<file path="src/rtl/sevenseg_scan_ctrl.sv">
// rtl/sevenseg_scan_ctrl.sv - 8-digit multiplexed seven-segment scan controller
// Hex values load directly; decimal values go through a 32-step double dabble first.
module sevenseg_scan_ctrl #(
  parameter int CLK_DIV = 100000
) (
  input  logic        clk,
  input  logic        rst,
  input  logic [31:0] value_in,
  input  logic        dec_mode,
  input  logic        blank_lz,
  input  logic        value_valid,
  output logic        value_ready,
  output logic        overflow,
  output logic [3:0]  BCD_out,
  output logic [7:0]  anode
);

  localparam int DIV_W = $clog2(CLK_DIV);

  typedef enum logic [1:0] {
    IDLE,
    CONVERT,
    COMMIT
  } state_t;

  state_t      state;
  state_t      state_nxt;
  logic [31:0] bin_q;
  logic [31:0] bcd_q;
  logic [31:0] bcd_adj;
  logic [31:0] bcd_shift;
  logic [4:0]  bit_cnt;
  logic        ovf_pend;
  logic        blank_pend;
  logic [31:0] disp_q;
  logic [7:0]  en_q;
  logic [7:0]  nz;
  logic [7:0]  lz_mask;
  logic [DIV_W-1:0] div_q;
  logic [2:0]  idx_q;

  always_comb begin
    state_nxt   = state;
    value_ready = 1'b0;
    case (state)
      IDLE: begin
        value_ready = 1'b1;
        if (value_valid && dec_mode) state_nxt = CONVERT;
      end
      CONVERT: if (bit_cnt == 5'd31) state_nxt = COMMIT;
      COMMIT:  state_nxt = IDLE;
      default: state_nxt = IDLE;
    endcase
  end

  // One double-dabble step: add 3 to every digit >= 5, then shift the next binary bit in.
  // Digits above the eighth are dropped; values that would need them are flagged as overflow.
  always_comb begin
    bcd_adj = bcd_q;
    for (int i = 0; i < 8; i++) begin
      if (bcd_q[4*i +: 4] >= 4'd5) bcd_adj[4*i +: 4] = bcd_q[4*i +: 4] + 4'd3;
    end
    bcd_shift = {bcd_adj[30:0], bin_q[31]};
  end

  // A digit is lit when it or any more significant digit is nonzero; digit 0 is always lit.
  always_comb begin
    nz      = '0;
    lz_mask = '0;
    for (int i = 0; i < 8; i++) nz[i] = (bcd_q[4*i +: 4] != 4'd0);
    for (int i = 0; i < 8; i++) lz_mask[i] = |(nz >> i);
    lz_mask[0] = 1'b1;
  end

  always_ff @(posedge clk) begin
    if (rst) begin
      state      <= IDLE;
      bin_q      <= '0;
      bcd_q      <= '0;
      bit_cnt    <= '0;
      ovf_pend   <= 1'b0;
      blank_pend <= 1'b0;
      overflow   <= 1'b0;
      disp_q     <= '0;
      en_q       <= '0;
    end else begin
      state <= state_nxt;
      case (state)
        IDLE: begin
          if (value_valid) begin
            if (dec_mode) begin
              bin_q      <= value_in;
              bcd_q      <= '0;
              bit_cnt    <= '0;
              ovf_pend   <= (value_in > 32'd99_999_999);
              blank_pend <= blank_lz;
            end else begin
              disp_q   <= value_in;
              en_q     <= 8'hFF;
              overflow <= 1'b0;
            end
          end
        end
        CONVERT: begin
          bin_q   <= {bin_q[30:0], 1'b0};
          bcd_q   <= bcd_shift;
          bit_cnt <= bit_cnt + 5'd1;
        end
        COMMIT: begin
          overflow <= ovf_pend;
          if (ovf_pend) begin
            disp_q <= 32'hEEEE_EEEE;
            en_q   <= 8'hFF;
          end else begin
            disp_q <= bcd_q;
            en_q   <= blank_pend ? lz_mask : 8'hFF;
          end
        end
        default: ;
      endcase
    end
  end

  // Scan runs free of the conversion FSM so an accept never disturbs the refresh phase.
  always_ff @(posedge clk) begin
    if (rst) begin
      div_q   <= '0;
      idx_q   <= '0;
      BCD_out <= 4'h0;
      anode   <= 8'hFF;
    end else begin
      if (div_q == DIV_W'(CLK_DIV - 1)) begin
        div_q <= '0;
        idx_q <= idx_q + 3'd1;
      end else begin
        div_q <= div_q + 1'b1;
      end
      if (en_q[idx_q]) begin
        BCD_out <= disp_q[{idx_q, 2'b00} +: 4];
        anode   <= ~(8'h01 << idx_q);
      end else begin
        BCD_out <= 4'h0;
        anode   <= 8'hFF;
      end
    end
  end

endmodule

</file>
<file path="config.mk">
export PLATFORM = sky130hd
export DESIGN_NAME = sevenseg_scan_ctrl
export DESIGN_NICKNAME = d
export VERILOG_FILES = /design/src/rtl/sevenseg_scan_ctrl.sv
export SDC_FILE = /design/constraint.sdc
export NUM_CORES = 1
export LEC_CHECK = 0
export ABC_AREA = 1
export CORE_MARGIN = 2
export CORE_UTILIZATION = 30
export DETAILED_ROUTE_END_ITERATION = 8
export PLACE_DENSITY = 0.43
export REMOVE_ABC_BUFFERS = 1
export SLEW_MARGIN = 20
export SYNTH_ARGS = -nofsm -noshare
export SYNTH_HDL_FRONTEND = slang
export SYNTH_SLANG_ARGS = --single-unit
</file>
<file path="constraint.sdc">
create_clock -name clk -period 2 [get_ports clk]
set_clock_uncertainty 0.05 [all_clocks]
set_input_delay 0.4 -clock clk [delete_from_list [all_inputs] [get_ports clk]]
set_output_delay 0.4 -clock clk [all_outputs]
set_load 0.005 [all_outputs]
</file>
==> flow_metrics.env <==
export IMPL_cts_buffers=17
export IMPL_grt_pass1_wl_mm=33.3
export IMPL_synth_warnings=0
export IMPL_synth_area_um2=7020
export IMPL_cts_sinks=146
export IMPL_wl_per_cell_um=15.0
export IMPL_tritoncts="built"
export IMPL_powerDensity_nw_per_um2=810
export IMPL_layout_cells_non_filler=1332
export IMPL_cp_data_arrival_time_ns=1.46
export IMPL_cp_max_fo=6
export IMPL_setup_violations=0
export IMPL_layout_drive_gt1_share_pct=8.64
export IMPL_min_period_ns=1.91
export IMPL_core_um2=22800
export IMPL_n_fill_cell=2445
export IMPL_synth_cell_types=43
export IMPL_grt_pass1_vias=6294
export IMPL_dp_hpwl_mm=14.1
export IMPL_cts_setup_buffers=0
export IMPL_initial_core_util_pct=30.8
export IMPL_seqCellArea_um2=2920
export IMPL_top_level_ports=51
export IMPL_portBuffers=50
export IMPL_die_h_um=157
export IMPL_worst_slew_pin_slew_ns=0.586
export IMPL_criticalPathCategory="register to output port"
export IMPL_hold_viol=0
export IMPL_p_leak_nw=3.21
export IMPL_ys_ff_latch=146
export IMPL_viasPerCell=4.79
export IMPL_placed_cells=1300
export IMPL_slew_violations=0
export IMPL_antennaDiodeCount=0
export IMPL_start_kind="register"
export IMPL_track_usage_pct=17.3
export IMPL_ys_seq_area_share_pct=41.6
export IMPL_place_congestion=0.803
export IMPL_htreeDepth=4
export IMPL_rsz0062_at_grt="no"
export IMPL_setup_ws_ns=0.0854
export IMPL_drt_iter0_drc=321
export IMPL_grt_max_degree=73
export IMPL_ant_nets=0
export IMPL_antenna_found_initial=0
export IMPL_worstSkewPairLatency_ns=0.43
export IMPL_fin_nets=1075
export IMPL_wl_mm=19.9
export IMPL_avgSynthCellArea_um2=7.40
export IMPL_pre_cts_ws_ns=-0.0197
export IMPL_cp_required_ns=1.55
export IMPL_area_growth_pct=22.9
export IMPL_cap_violations=0
export IMPL_vias=6386
export IMPL_post_route_period_util_pct=95.7
export IMPL_clockBufferDepth=2
export IMPL_max_slew_margin_pct=60.9
export IMPL_fmax_mhz=522
export IMPL_die_area_um2=24600
export IMPL_clk_pin_slew_ns=0.06
export IMPL_cts_root_buf="clkbuf_16"
export IMPL_syn_inst=949
export IMPL_route_detailed_drc=0
export IMPL_hold_path_class="register to register"
export IMPL_core_rowCount=55
export IMPL_status="finished, final reports clean"
export IMPL_gr_total_overflow=0
export IMPL_multi_input_area_um2=3570
export IMPL_detail_route_first_pass_iterations=5
export IMPL_endpoint_kind="output port"
export IMPL_vdd_ir_drop_worst_mv=0.379
export IMPL_die_w_um=157
[routing by layer]
| metal | wire length [um] | GRT usage, % | vias up | share of wire (%) |
|---|---|---|---|---|
| li1 | - | - | 3337 | - |
| met1 | 10100 | 23.9 | 2948 | 51 |
| met2 | 9040 | 27.6 | 86 | 45 |
| met3 | 579 | 3.30 | 15 | 2.9 |
| met4 | 203 | 4.63 | 0 | 1.0 |
| met5 | 0 | 0 | - | 0 |
[Yosys cell counts, drive strengths merged]
cell | n | share of area [%]
or2 | 6 | 0.53
nand3 | 41 | 2.9
nand3b | 1 | 0.11
nand4 | 9 | 0.80
nor2 | 99 | 5.6
nand2 | 187 | 10
dfxtp | 146 | 42
inv | 75 | 4.1
a211oi | 12 | 1.3
xor2 | 1 | 0.12
nor3 | 9 | 0.80
clkbuf | 23 | 1.2
or3 | 1 | 0.089
o221ai | 4 | 0.50
nor3b | 2 | 0.21
o2111ai | 5 | 0.62
a221oi | 1 | 0.12
o21a | 1 | 0.11
buf | 24 | 2.2
o21ai | 83 | 6.0
xnor2 | 6 | 0.75
a21oi | 124 | 8.8
a22oi | 11 | 1.2
ha | 32 | 5.7
o22ai | 29 | 2.6
a31oi | 13 | 1.2
o211ai | 3 | 0.39
clkinv | 1 | 0.053
[sequential cells by signal, indices dropped and copies added (netlist names)]
register,cells
BCD_out,4
idx_q,3
bin_q,32
ovf_pend,1
bcd_q,32
blank_pend,1
disp_q,32
div_q,17
bit_cnt,5
anode,8
en_q,8
state,2
overflow,1
[worst max-delay path: stages, from the launching register on]
cell	delay, ns
dfxtp_1	0.38
nor2_1	0.14
clkdlybuf4s50_1	0.52
[metrics by stage]
step           hold WS [ns]  TNS, ns  utilization, %  cell area, um^2  total power [mW]
3_5_place_dp          0.389  -0.0514            35.1             8010              3.71
3_3_place_gp          0.385        0            35.1             8010              3.71
5_1_grt               0.429        0            37.9             8630              7.29
2_1_floorplan         0.368    -6.31               -             6770              3.40
6_report              0.410        0            37.9             8630              6.98
4_1_cts               0.412        0            37.8             8620              7.08
[repair_timing]
action                                  in CTS  in global routing
endpoints found under the setup margin       0                  3
resized for setup                            0                  2
hold buffers                                 0                  0
hold endpoints to repair                     0                  0
[report_power, final]
group          internal (mW)  switching, mW
clock                   2.03           1.32
sequential              3.02         0.0616
combinational          0.230          0.328
[layout by cell type, fill, tap and decap left out, types with 3 or more instances in the layout]
| cell type | instances |
|---|---|
| o21ai_0 | 72 |
| clkinv_4 | 4 |
| buf_4 | 29 |
| o2111ai_1 | 5 |
| a22oi_1 | 11 |
| nor2_1 | 97 |
| inv_1 | 70 |
| nand3_1 | 41 |
| dfxtp_1 | 145 |
| nand2_1 | 184 |
| buf_12 | 6 |
| ha_1 | 32 |
| a31oi_1 | 13 |
| o221ai_1 | 4 |
| clkbuf_16 | 17 |
| a21oi_1 | 124 |
| inv_2 | 3 |
| or2_2 | 5 |
| bufinv_16 | 3 |
| o22ai_1 | 29 |
| o21ai_1 | 10 |
| clkdlybuf4s50_1 | 49 |
| xnor2_1 | 6 |
| a211oi_1 | 12 |
| nor3_1 | 7 |
| clkinv_2 | 4 |
| nand4_1 | 9 |
[path summary, 6_finish.rpt]
check	startpoint	end	slack, ns	cells past startpoint
worst max-delay path	state[0]	value_ready	0.09	2
worst min-delay path	disp_q[28]	disp_q[28]	0.41	2
worst max register to register	idx_q[0]	anode[6]	0.27	6
worst min register to register	disp_q[28]	disp_q[28]	0.41	2
[layout make-up]
class,instances,share of cell area (%)
Clock buffer,19,5.25
Sequential cell,146,33.9
Multi-Input combinational cell,680,41.4
Clock inverter,13,1.86
Timing Repair Buffer,85,9.66
Tap cell,313,4.54
Inverter,76,3.39
[logic make-up (layout without fill, tap and decap cells)]
| logic type | Yosys count | count (layout) | share of synthesized area, % |
|---|---|---|---|
| simple gates | 355 | 355 | 21.4 |
| xor+xnor | 7 | 7 | 0.874 |
| compound gates | 286 | 286 | 22.8 |
| buf+inv | 123 | 193 | 7.65 |
| fa+ha+maj | 32 | 32 | 5.71 |
| flops | 146 | 146 | 41.6 |
No activity file was read; power rests on OpenSTA's default activity.
